[src/rtl/nibbler_fetch_unit.sv]
// rtl/nibbler_fetch_unit.sv - Nibbler instruction fetch sequencer: PC, ROM req/ack, opcode/operand split
// Optional fetch timeout with sticky FAULT state is enabled by defining NIBBLER_FETCH_TIMEOUT_EN.
module nibbler_fetch_unit #(
  parameter int                ADDR_W         = 12,
  parameter logic [ADDR_W-1:0] RESET_PC       = '0,
  parameter int                TIMEOUT_CYCLES = 15
) (
  input  logic              clk,
  input  logic              reset,
  output logic              mem_req,
  output logic [ADDR_W-1:0] mem_addr,
  input  logic              mem_ack,
  input  logic [7:0]        mem_data,
  output logic              instr_valid,
  input  logic              instr_ready,
  output logic [3:0]        instr_opcode,
  output logic [3:0]        instr_operand,
  output logic [ADDR_W-1:0] instr_pc,
  input  logic              jump_en,
  input  logic [ADDR_W-1:0] jump_addr,
  input  logic              halt,
  output logic              busy,
  output logic              fault
);

`ifdef NIBBLER_FETCH_TIMEOUT_EN
  typedef enum logic [1:0] {S_IDLE, S_FETCH, S_HOLD, S_FAULT} state_t;
`else
  typedef enum logic [1:0] {S_IDLE, S_FETCH, S_HOLD} state_t;
`endif

  state_t            r_state;
  logic [ADDR_W-1:0] r_pc;
  logic              r_mem_req;
  logic [ADDR_W-1:0] r_mem_addr;
  logic              r_instr_valid;
  logic [3:0]        r_opcode;
  logic [3:0]        r_operand;
  logic [ADDR_W-1:0] r_instr_pc;
  logic              r_flush;
  logic [ADDR_W-1:0] w_next_pc;
  logic              w_timeout;

  // A jump in the same cycle as a new request must redirect that request.
  assign w_next_pc = jump_en ? jump_addr : r_pc;

`ifdef NIBBLER_FETCH_TIMEOUT_EN
  localparam int WAIT_W = ($clog2(TIMEOUT_CYCLES) < 4) ? 4 : $clog2(TIMEOUT_CYCLES);
  localparam logic [WAIT_W-1:0] WAIT_LAST = WAIT_W'(TIMEOUT_CYCLES - 1);

  logic              r_fault;
  logic [WAIT_W-1:0] r_wait;

  always_ff @(posedge clk) begin
    if (reset || r_state != S_FETCH || !r_mem_req || mem_ack) begin
      r_wait <= '0;
    end else if (r_wait != WAIT_LAST) begin
      r_wait <= r_wait + WAIT_W'(1);
    end
  end

  assign w_timeout = (r_state == S_FETCH) && r_mem_req && !mem_ack && (r_wait == WAIT_LAST);
  assign fault     = r_fault;
`else
  assign w_timeout = 1'b0;
  assign fault     = 1'b0;
`endif

  always_ff @(posedge clk) begin
    if (reset) begin
      r_state       <= S_IDLE;
      r_pc          <= RESET_PC;
      r_mem_req     <= 1'b0;
      r_mem_addr    <= '0;
      r_instr_valid <= 1'b0;
      r_opcode      <= 4'h0;
      r_operand     <= 4'h0;
      r_instr_pc    <= '0;
      r_flush       <= 1'b0;
`ifdef NIBBLER_FETCH_TIMEOUT_EN
      r_fault       <= 1'b0;
`endif
    end else begin
      if (jump_en) begin
        r_pc <= jump_addr;
      end
      case (r_state)
        S_IDLE: begin
          if (!halt) begin
            r_state    <= S_FETCH;
            r_mem_req  <= 1'b1;
            r_mem_addr <= w_next_pc;
          end
        end
        S_FETCH: begin
          if (!r_mem_req) begin
            // Gap cycle after a discarded byte: reissue at the (possibly new) PC.
            r_mem_req  <= 1'b1;
            r_mem_addr <= w_next_pc;
          end else if (mem_ack) begin
            if (r_flush || jump_en) begin
              r_flush   <= 1'b0;
              r_mem_req <= 1'b0;
              if (halt) begin
                r_state <= S_IDLE;
              end
            end else begin
              r_opcode      <= mem_data[7:4];
              r_operand     <= mem_data[3:0];
              r_instr_pc    <= r_pc;
              r_pc          <= r_pc + ADDR_W'(1);
              r_instr_valid <= 1'b1;
              r_mem_req     <= 1'b0;
              r_state       <= S_HOLD;
            end
          end else if (w_timeout) begin
            r_mem_req <= 1'b0;
            r_flush   <= 1'b0;
`ifdef NIBBLER_FETCH_TIMEOUT_EN
            r_fault   <= 1'b1;
            r_state   <= S_FAULT;
`endif
          end else if (jump_en) begin
            r_flush <= 1'b1;
          end
        end
        S_HOLD: begin
          // A jump with ready low drops the offered instruction; with ready high it completes first.
          if (instr_ready || jump_en) begin
            r_instr_valid <= 1'b0;
            if (halt) begin
              r_state <= S_IDLE;
            end else begin
              r_state    <= S_FETCH;
              r_mem_req  <= 1'b1;
              r_mem_addr <= w_next_pc;
            end
          end
        end
        default: begin
          r_mem_req     <= 1'b0;
          r_instr_valid <= 1'b0;
        end
      endcase
    end
  end

  assign mem_req       = r_mem_req;
  assign mem_addr      = r_mem_addr;
  assign instr_valid   = r_instr_valid;
  assign instr_opcode  = r_opcode;
  assign instr_operand = r_operand;
  assign instr_pc      = r_instr_pc;
  assign busy          = (r_state != S_IDLE);

endmodule

[config.mk]
export PLATFORM = sky130hd
export DESIGN_NAME = nibbler_fetch_unit
export DESIGN_NICKNAME = d
export VERILOG_FILES = /design/src/rtl/nibbler_fetch_unit.sv
export SDC_FILE = /design/constraint.sdc
export NUM_CORES = 1
export LEC_CHECK = 0
export CORE_ASPECT_RATIO = 1.2
export CORE_MARGIN = 1
export CORE_UTILIZATION = 47
export DETAILED_ROUTE_END_ITERATION = 7
export PLACE_DENSITY = 0.79
export SYNTH_ARGS = -nofsm -noshare
export SYNTH_HDL_FRONTEND = slang
export SYNTH_SLANG_ARGS = --single-unit
export TNS_END_PERCENT = 100
[constraint.sdc]
create_clock -name clk -period 2.2 [get_ports clk]
set_input_delay 0.55 -clock clk [delete_from_list [all_inputs] [get_ports clk]]
set_output_delay 0.55 -clock clk [all_outputs]
set_load 0.01 [all_outputs]
# Yosys cells after proc, flatten, opt, wreduce, memory -nomap -nowiden

Index checks and enable logic that the tools add are counted.

Input port bits: 26
Output and inout bits: 36
Register bits after elaboration: 49
Word-level logic and storage cells: 63

$add $sub $neg: 1
Equal/unequal tests: 10
Mux-type cells: 30
Reductions and logical operators: 11
Bitwise gates (word level): 2

Operators with widths:

| cell                  | count |
|---|---|
| $mux 12               | 8 |
| $pmux 12 s3           | 1 |
| $add 12x1->12 const B | 1 |
| $mux 1                | 12 |
| $mux 2                | 6 |
| $ne 2x2->1 const B    | 6 |
| $reduce_and 4->1      | 2 |
| $pmux 1 s3            | 2 |
| $pmux 2 s3            | 1 |
| $reduce_and 6->1      | 1 |
| $reduce_and 5->1      | 1 |
| $reduce_bool 2->1     | 2 |
| $ne 3x3->1 const B    | 1 |
| $reduce_and 3->1      | 1 |
| $reduce_bool 3->1     | 1 |
| $eq 2x1->1 const B    | 1 |
| $eq 2x2->1 const B    | 1 |
| $logic_not 2->1       | 1 |
| $logic_or 1x1->1      | 2 |
| $ne 2x1->1 const B    | 1 |
| $not 1->1             | 2 |

# Depth between registers and ports, before layout

Gate-level depths: netlist of the first run.

Depth in word-level cells: 5
Mapped depth: 8
Depth with buffers taken out: 6

# Worst setup path before layout of the first run

No wires, ideal clock.

Path type: register to register
Start point: register r_state[1]
End point: register r_mem_addr[11], in the netlist mem_addr[11]
Setup slack: 0.354 ns
Buffers on the path: 1
Setup time: 0.086 ns
Arrival time: 1.761 ns
Data required time: 2.114 ns
Cell stages (with the launch flop): 8
Period minus slack after synthesis: 1.846 ns
Cell sequence: dfxtp_1 inv_1 ha_1 and2_1 a2111oi_2 buf_2 nor2_1 a211oi_1

Longest elaborated chain between the ends: 3
Elaborated cells between the ends (all ways): 8
Those cells by class: eq/ne (4); mux (1); reduce/logical (3)

RTL lines:

| what                                                             | line | RTL |
|---|---|---|
| from (decl)                                                      | 32   | `state_t r_state;` |
| from (signal assigned)                                           | 71   | `r_state <= S_IDLE;` |
| from (signal assigned)                                           | 90   | `r_state <= S_FETCH;` |
| from (signal assigned)                                           | 105  | `r_state <= S_IDLE;` |
| $eq 2x1->1, or another cell as far along                         | 87   | `case (r_state)` |
| $ne 2x2->1 (no line) / $reduce_bool 3->1 (equally long branches) | --   |  |
| $reduce_and 3->1 (no line)                                       | --   |  |
| to (signal assigned)                                             | 92   | `r_mem_addr <= w_next_pc;` |
| to (signal assigned)                                             | 99   | `r_mem_addr <= w_next_pc;` |
| to (signal assigned)                                             | 136  | `r_mem_addr <= w_next_pc;` |
| to (decl)                                                        | 35   | `logic [ADDR_W-1:0] r_mem_addr;` |

Several ways; a longest one is shown, not always the timed one.
A chain may end at the register's enable or synchronous reset.

# Worst setup path after layout of the first run

Start point: register r_state[1]
End point: output busy

Longest elaborated chain between the ends: 1

RTL lines:

| what              | line | RTL |
|---|---|---|
| $reduce_bool 2->1 | 154  | `assign busy = (r_state != S_IDLE);` |
| to (decl)         | 22   | `output logic busy,` |

No other way between the ends.

==> results of run 1 <==
[Yosys cell counts, drive strengths merged (5+ instances only)]
cell,instances,share of area [%]
o21ai,8,1.8
ha,5,2.8
nand3,6,1.4
clkbuf,12,2.0
a311oi,5,2.0
nand2,57,9.6
nor2,25,4.2
dfxtp,49,44
a211oi,17,5.7
a21oi,25,5.6
mux2i,9,4.1
buf,5,1.4
[path summary, 6_finish.rpt]
path	start	to	slack (ns)	depth (start not counted)
setup / recovery	r_state[1]	busy	0.09	4
hold / removal	instr_pc[5]	instr_pc[5]	0.46	2
setup reg to reg	r_state[1]	r_pc[11]	0.25	6
hold reg to reg	instr_pc[5]	instr_pc[5]	0.46	2
[cell families (layout without fill, tap and decap cells)]
kind of cell               Yosys count  after routing  synth area share (%)
xor gates and xnor gates             6              6                 2.365
AOI/OAI and AO/OA                   68             68                 19.99
muxes                                9              9                 4.054
and+or+nand+nor                    108            108                 22.24
adders and majority gates            5              5                 2.815
DFF                                 49             49                 44.14
other                                1              1                0.1688
buffers and inverters               22             90                 4.222
[cells in the final DEF, fill, tap and decap left out, types with 2 or more instances in the layout]
master           instances
inv_1                    4
a21oi_1                 25
buf_4                   15
nand3_1                  6
mux2i_1                  9
o21ai_0                  8
clkbuf_8                 6
or4_1                    4
and2_1                   2
o31ai_1                  2
a31oi_1                  3
ha_1                     4
xor2_1                   4
clkdlybuf4s50_1         60
xnor2_1                  2
and3_1                   2
nor2b_1                  4
a311oi_1                 5
buf_12                   2
dfxtp_1                 48
nand2_1                 57
nor2_1                  25
a211oi_1                17
[sequential cells by signal, indices dropped and copies added, names as in the netlist]
name,cells
instr_opcode,4
instr_operand,4
instr_pc,12
instr_valid,1
mem_addr,12
mem_req,1
r_flush,1
r_pc,12
r_state,2
[final cells by class]
type,count,area [um2],area share [%]
inverter,5,18.77,0.6083
clock inverter,2,13.76,0.4461
sequential,49,982.2,31.83
timing repair buffer,77,753.2,24.41
multi-input combinational,197,1162,37.67
tap,58,72.57,2.352
clock buffer,6,82.58,2.676
[power groups by stage]
stage / sequential [mW] / clock [mW] / combinational [mW]
2_1_floorplan: 1.02 / 0 / 0.199
3_3_place_gp: 1.01 / 0 / 0.415
3_5_place_dp: 1.02 / 0 / 0.422
4_1_cts: 0.995 / 0.564 / 0.425
5_1_grt: 1.00 / 0.599 / 0.463
6_report: 0.996 / 0.556 / 0.424
[worst max-delay path: stages, from the launching register on]
cell             delay [ns]
dfxtp_1                0.39
inv_1                  0.09
ha_2                   0.21
inv_1                  0.06
clkdlybuf4s50_1        0.52
[metal layers]
metal / wire length, um / global-route usage, % / vias to the layer above
li1: - / - / 1076
met3: 308 / 4.613 / 9
met5: 0 / 0 / -
met4: 77 / 8.000 / 0
met1: 2215 / 25.60 / 1008
met2: 2702 / 39.58 / 85
[metrics by stage]
stage               utilization [%]  setup TNS, ns  hold WS (ns)
finish                        67.65              0        0.4596
global route                  67.65              0        0.4849
CTS                           67.57              0        0.4625
floorplan                         -              0        0.4524
global placement              65.46              0        0.4410
detailed placement            65.46       -0.09357        0.4502
[timing repair]
item | CTS | global route
hold endpoints to repair | 0 | 0
buffers inserted | 0 | 0
endpoints found under the setup margin | 0 | 1
gates resized for setup | 0 | 2
==> run summary, run 1 <==
status: completed
Post-synth EDFFs: 0
clock sink total: 49
vias in the first global route: 1980
crit path kind: flop to output port
Die Span Y: 77.33 um
fill cell count: 413
endpoints failing hold: 0
Post-Syn Area per Cell: 8.292 um2
# diodes: 0
clk buf depth: 2
nets: 366
Die ar.: 5008 um2
fin crit share: 95.82%
Post-synth top flop: dfxtp_1
post-synthesis cell count: 268
Synth Register Bits: 49
RSZ-0062 raised after global routing: false
critical-path maximum fanout: 5
Clk pwr share: 28.2%
Unique masters post-synth: 40
CP Data Required Time: 1.65 ns
clock root buffer master: clkbuf_8
CTS buffer count: 5
worst skew pair latency: 0.31 ns
Vias/cell: 5.528
Die X: 64.77 um
Startpoint Class: flop
sequential power share: 50.4%
Cell Area, Synth: 2222 um2
Final Instance Area: 3085 um2
Worst Clk Skew: 0.01012 ns
Placer Congestion: 0.8966
Overflow after GRT: 0
net switching power figure: 0.5483 mW
Max Cap Viol: 0
post-route insts no fill: 394
pins over their slew limit: 0
Hold WC Path Type: flop to flop
CORE AREA: 4561 um2
Port-buffer cells: 60
clock-pin slew on the worst setup and hold paths: 0.09 ns
row count: 27
total track usage: 22.26%
Syn Nets: 299
Sw Share: 27.75%
pre-CTS setup slack: -0.07088 ns
post-route DRC violation count: 0
IO Count: 62
Tmin final: 2.108 ns
Post-DRT Antenna Nets: 0
H-Tree Depth: 2
wire length per cell: 13.46 um
Setup Viol. Count Final: 0
sequential fraction of the synthesis area: 44.14%
antenna violations before repair: 0
CP arrival: 1.56 ns
P per Cell Area: 640.3 nW/um2
Fmax: 474.4 MHz
Design Power: 1.976 mW
Post-DP Area: 2985 um2
first-pass GRT wire length: 8728 um
number of hold buffers added after CTS: 0
total number of vias: 2178
post-route setup slack: 0.09187 ns
P_int: 1.427 mW
VDD IR max: 0.0004094 V
Initial Utilization: 48.72%
hpwl dp: 3903 um
1st-iter DRT viols: 112
leakage power total: 1.110 nW
Ys Warns: 0
Pre-antenna DRT Iters: 5
Placed Cells: 386
CTS tree: built
pin count of the biggest net entering global routing: 36
CP Capture Type: output port
asr flop ratio synth: 0%
layout cells sized above 1: 9.226%
final wirelength: 5304 um
Area Growth Syn to Fin: 38.85%
Comb power frac: 21.5%
(Power assumes the default switching activity.)
==> inputs of run 2 (changes only) <==
ABC_CLOCK_PERIOD_IN_PS = 2200   (was unset)
==> results of run 2 <==
No change in the layout: final DEF, timing and power equal those of run 1.
==> inputs of run 3 (changes only) <==
CORE_ASPECT_RATIO = 1.75   (was 1.2)
==> run summary, run 3 (synthesis gave the netlist of run 1 again) <==
status: completed
slowest stage delay, CP: 0.52 ns (about the same)
gr busiest metal: met2
fin crit share: 93.88% (-1.9 points)
worst path bufs/invs: 3 (unchanged)
CP arrival: 1.52 ns (-0.04 ns)
clock-pin slew on the worst setup and hold paths: 0.09 ns (about the same)
Reg2Reg Launch Point: r_state[1]
crit path kind: flop to output port
Final TNS setup: 0 ns (unchanged)
1st-iter DRT viols: 51 (-54%)
most frequent cells in the layout: clkdlybuf4s50_1 (60), nand2_1 (57), dfxtp_1 (47), nor2_1 (25), a21oi_1 (25)
Post-CTS Setup Repair Bufs: 0 (unchanged)
pins over their slew limit: 0 (unchanged)
Sw Share: 25.77% (-2.0 points)
layout cells sized above 1: 8.982% (-0.24 points)
Clk pwr share: 35.1% (+6.9 points)
slowest CP cell: clkdlybuf4s50_1
P per Cell Area: 706.5 nW/um2 (+10%)
global routing usage on met1: 25.48% (-0.12 points)
Comb power frac: 19.4% (-2.1 points)
CTS tree: built
H-Tree Depth: 2 (unchanged)
sequential power share: 45.5% (-4.9 points)
commonest non-fill, non-tap cell in the layout: clkdlybuf4s50_1
total track usage: 24.29% (+2.0 points)
Vias/cell: 5.600 (+1.3%)
RSZ-0062 raised after global routing: false
CORE AREA: 4484 um2 (-1.7%)
Tmin final: 2.065 ns (-0.04282 ns)
Max Cap Viol: 0 (unchanged)
final wirelength: 5583 um (+5.3%)
CP Data Required Time: 1.65 ns (about the same)
Overflow after GRT: 0 (unchanged)
endpoints failing hold: 0 (unchanged)
# diodes: 0 (unchanged)
routing usage on met2: 42.08% (+2.5 points)
Worst Clk Skew: 0.003378 ns (-0.006743 ns)
clk buf depth: 2 (unchanged)
Initial Utilization: 49.55% (+0.83 points)
Die Span Y: 92.96 um (+20%)
Hold WC Path Type: flop to flop
nets: 364 (-0.55%)
Fmax: 484.2 MHz (+2.1%)
P_int: 1.628 mW (+14%)
Post-DRT Antenna Nets: 0 (unchanged)
met3 usage: 4.269% (-0.34 points)
hpwl dp: 4065 um (+4.2%)
cell repeated most along the worst path: inv_1
Die X: 53.98 um (-17%)
Design Power: 2.193 mW (+11%)
CP Capture Type: output port
pin count of the biggest net entering global routing: 50 (+39%)
vias in the first global route: 1996 (+0.81%)
Pre-antenna DRT Iters: 4 (-1)
wire length per cell: 14.50 um (+7.7%)
first-pass GRT wire length: 8749 um (+0.24%)
Die ar.: 5018 um2 (+0.18%)
IO Count: 62 (unchanged)
post-route DRC violation count: 0 (unchanged)
Area Growth Syn to Fin: 39.70%
Setup Viol. Count Final: 0 (unchanged)
net switching power figure: 0.5652 mW (+3.1%)
leakage power total: 1.118 nW (+0.71%)
cells along the critical path: inv_1 -> ha_2 -> inv_1 -> clkdlybuf4s50_1
antenna violations before repair: 0 (unchanged)
Worst setup startpoint: r_state[1]
worst skew pair latency: 0.31 ns (about the same)
Placer Congestion: 0.8631 (-3.7%)
VDD IR max: 0.0007866 V (+92%)
clock sink total: 49 (unchanged)
critical path's top delay family: buffers and inverters
critical-path maximum fanout: 5 (unchanged)
Startpoint Class: flop
Port-buffer cells: 60 (unchanged)
clock root buffer master: clkbuf_8
row count: 32 (+19%)
Hold Crit Start: instr_pc[5]
Final Core Density: 69.22% (+1.6 points)
CTS buffer count: 5 (unchanged)
total number of vias: 2156 (-1.0%)
## run 3: changes by cell type in the layout (fill, tap and decap cells not counted), sizes merged
cell,before,now
buf,17,15
bufinv,0,2
clkinv,3,1
clkbuf,6,5
inv,4,5
## run 3: final timing paths
check	endpoint	slack, ns	cells past startpoint
hold / removal	instr_pc[5]	0.46	2
setup reg to reg	r_pc[10]	0.18	6
hold reg to reg	instr_pc[5]	0.46	2
setup / recovery	busy	0.13	4
## run 3: worst min-delay path, stage by stage, from the launching register on
cell	delay [ns]
dfxtp_1	0.32
nand2_1	0.05
a21oi_1	0.05
## run 3: what timing repair did
action / 4_1_cts / 5_1_grt
endpoints found under the setup margin: 0 / 1
hold buffers: 0 / 0
gates resized for setup: 0 / 3
## run 3: layout make-up
type | instances | area (um2)
sequential | 49 | 983.4
clock buffer | 5 | 68.82
fill | 383 | 1380
multi-input combinational | 197 | 1162
inverter | 5 | 18.77
timing repair buffer | 75 | 738.2
clock inverter | 3 | 68.82
tap | 51 | 63.81
## run 3: power by group through the flow
stage	Sequential, mW	Clock (mW)	Combinational [mW]
2_1_floorplan	1.02	0	0.199
3_3_place_gp	1.02	0	0.415
3_5_place_dp	1.02	0	0.424
4_1_cts	0.996	0.785	0.426
5_1_grt	1.01	0.818	0.463
6_report	0.997	0.770	0.426
## run 3: through the flow
stage | setup WS, ns | instance area, um2 | instances | hold slack (ns)
global route | 0.05372 | 3104 | 385 | 0.4732
global placement | 0.01696 | 2962 | 377 | 0.4412
CTS | 0.01924 | 3099 | 385 | 0.4603
floorplan | 0.3538 | 2222 | 268 | 0.4524
detailed placement | -0.06190 | 2962 | 377 | 0.4468
finish | 0.1347 | 3104 | 385 | 0.4563
## run 3: layer usage
layer	vias to the layer above	wire, um
li1	1070	-
met1	1001	2197
met2	64	2970
met3	21	186
met4	0	228
met5	-	0
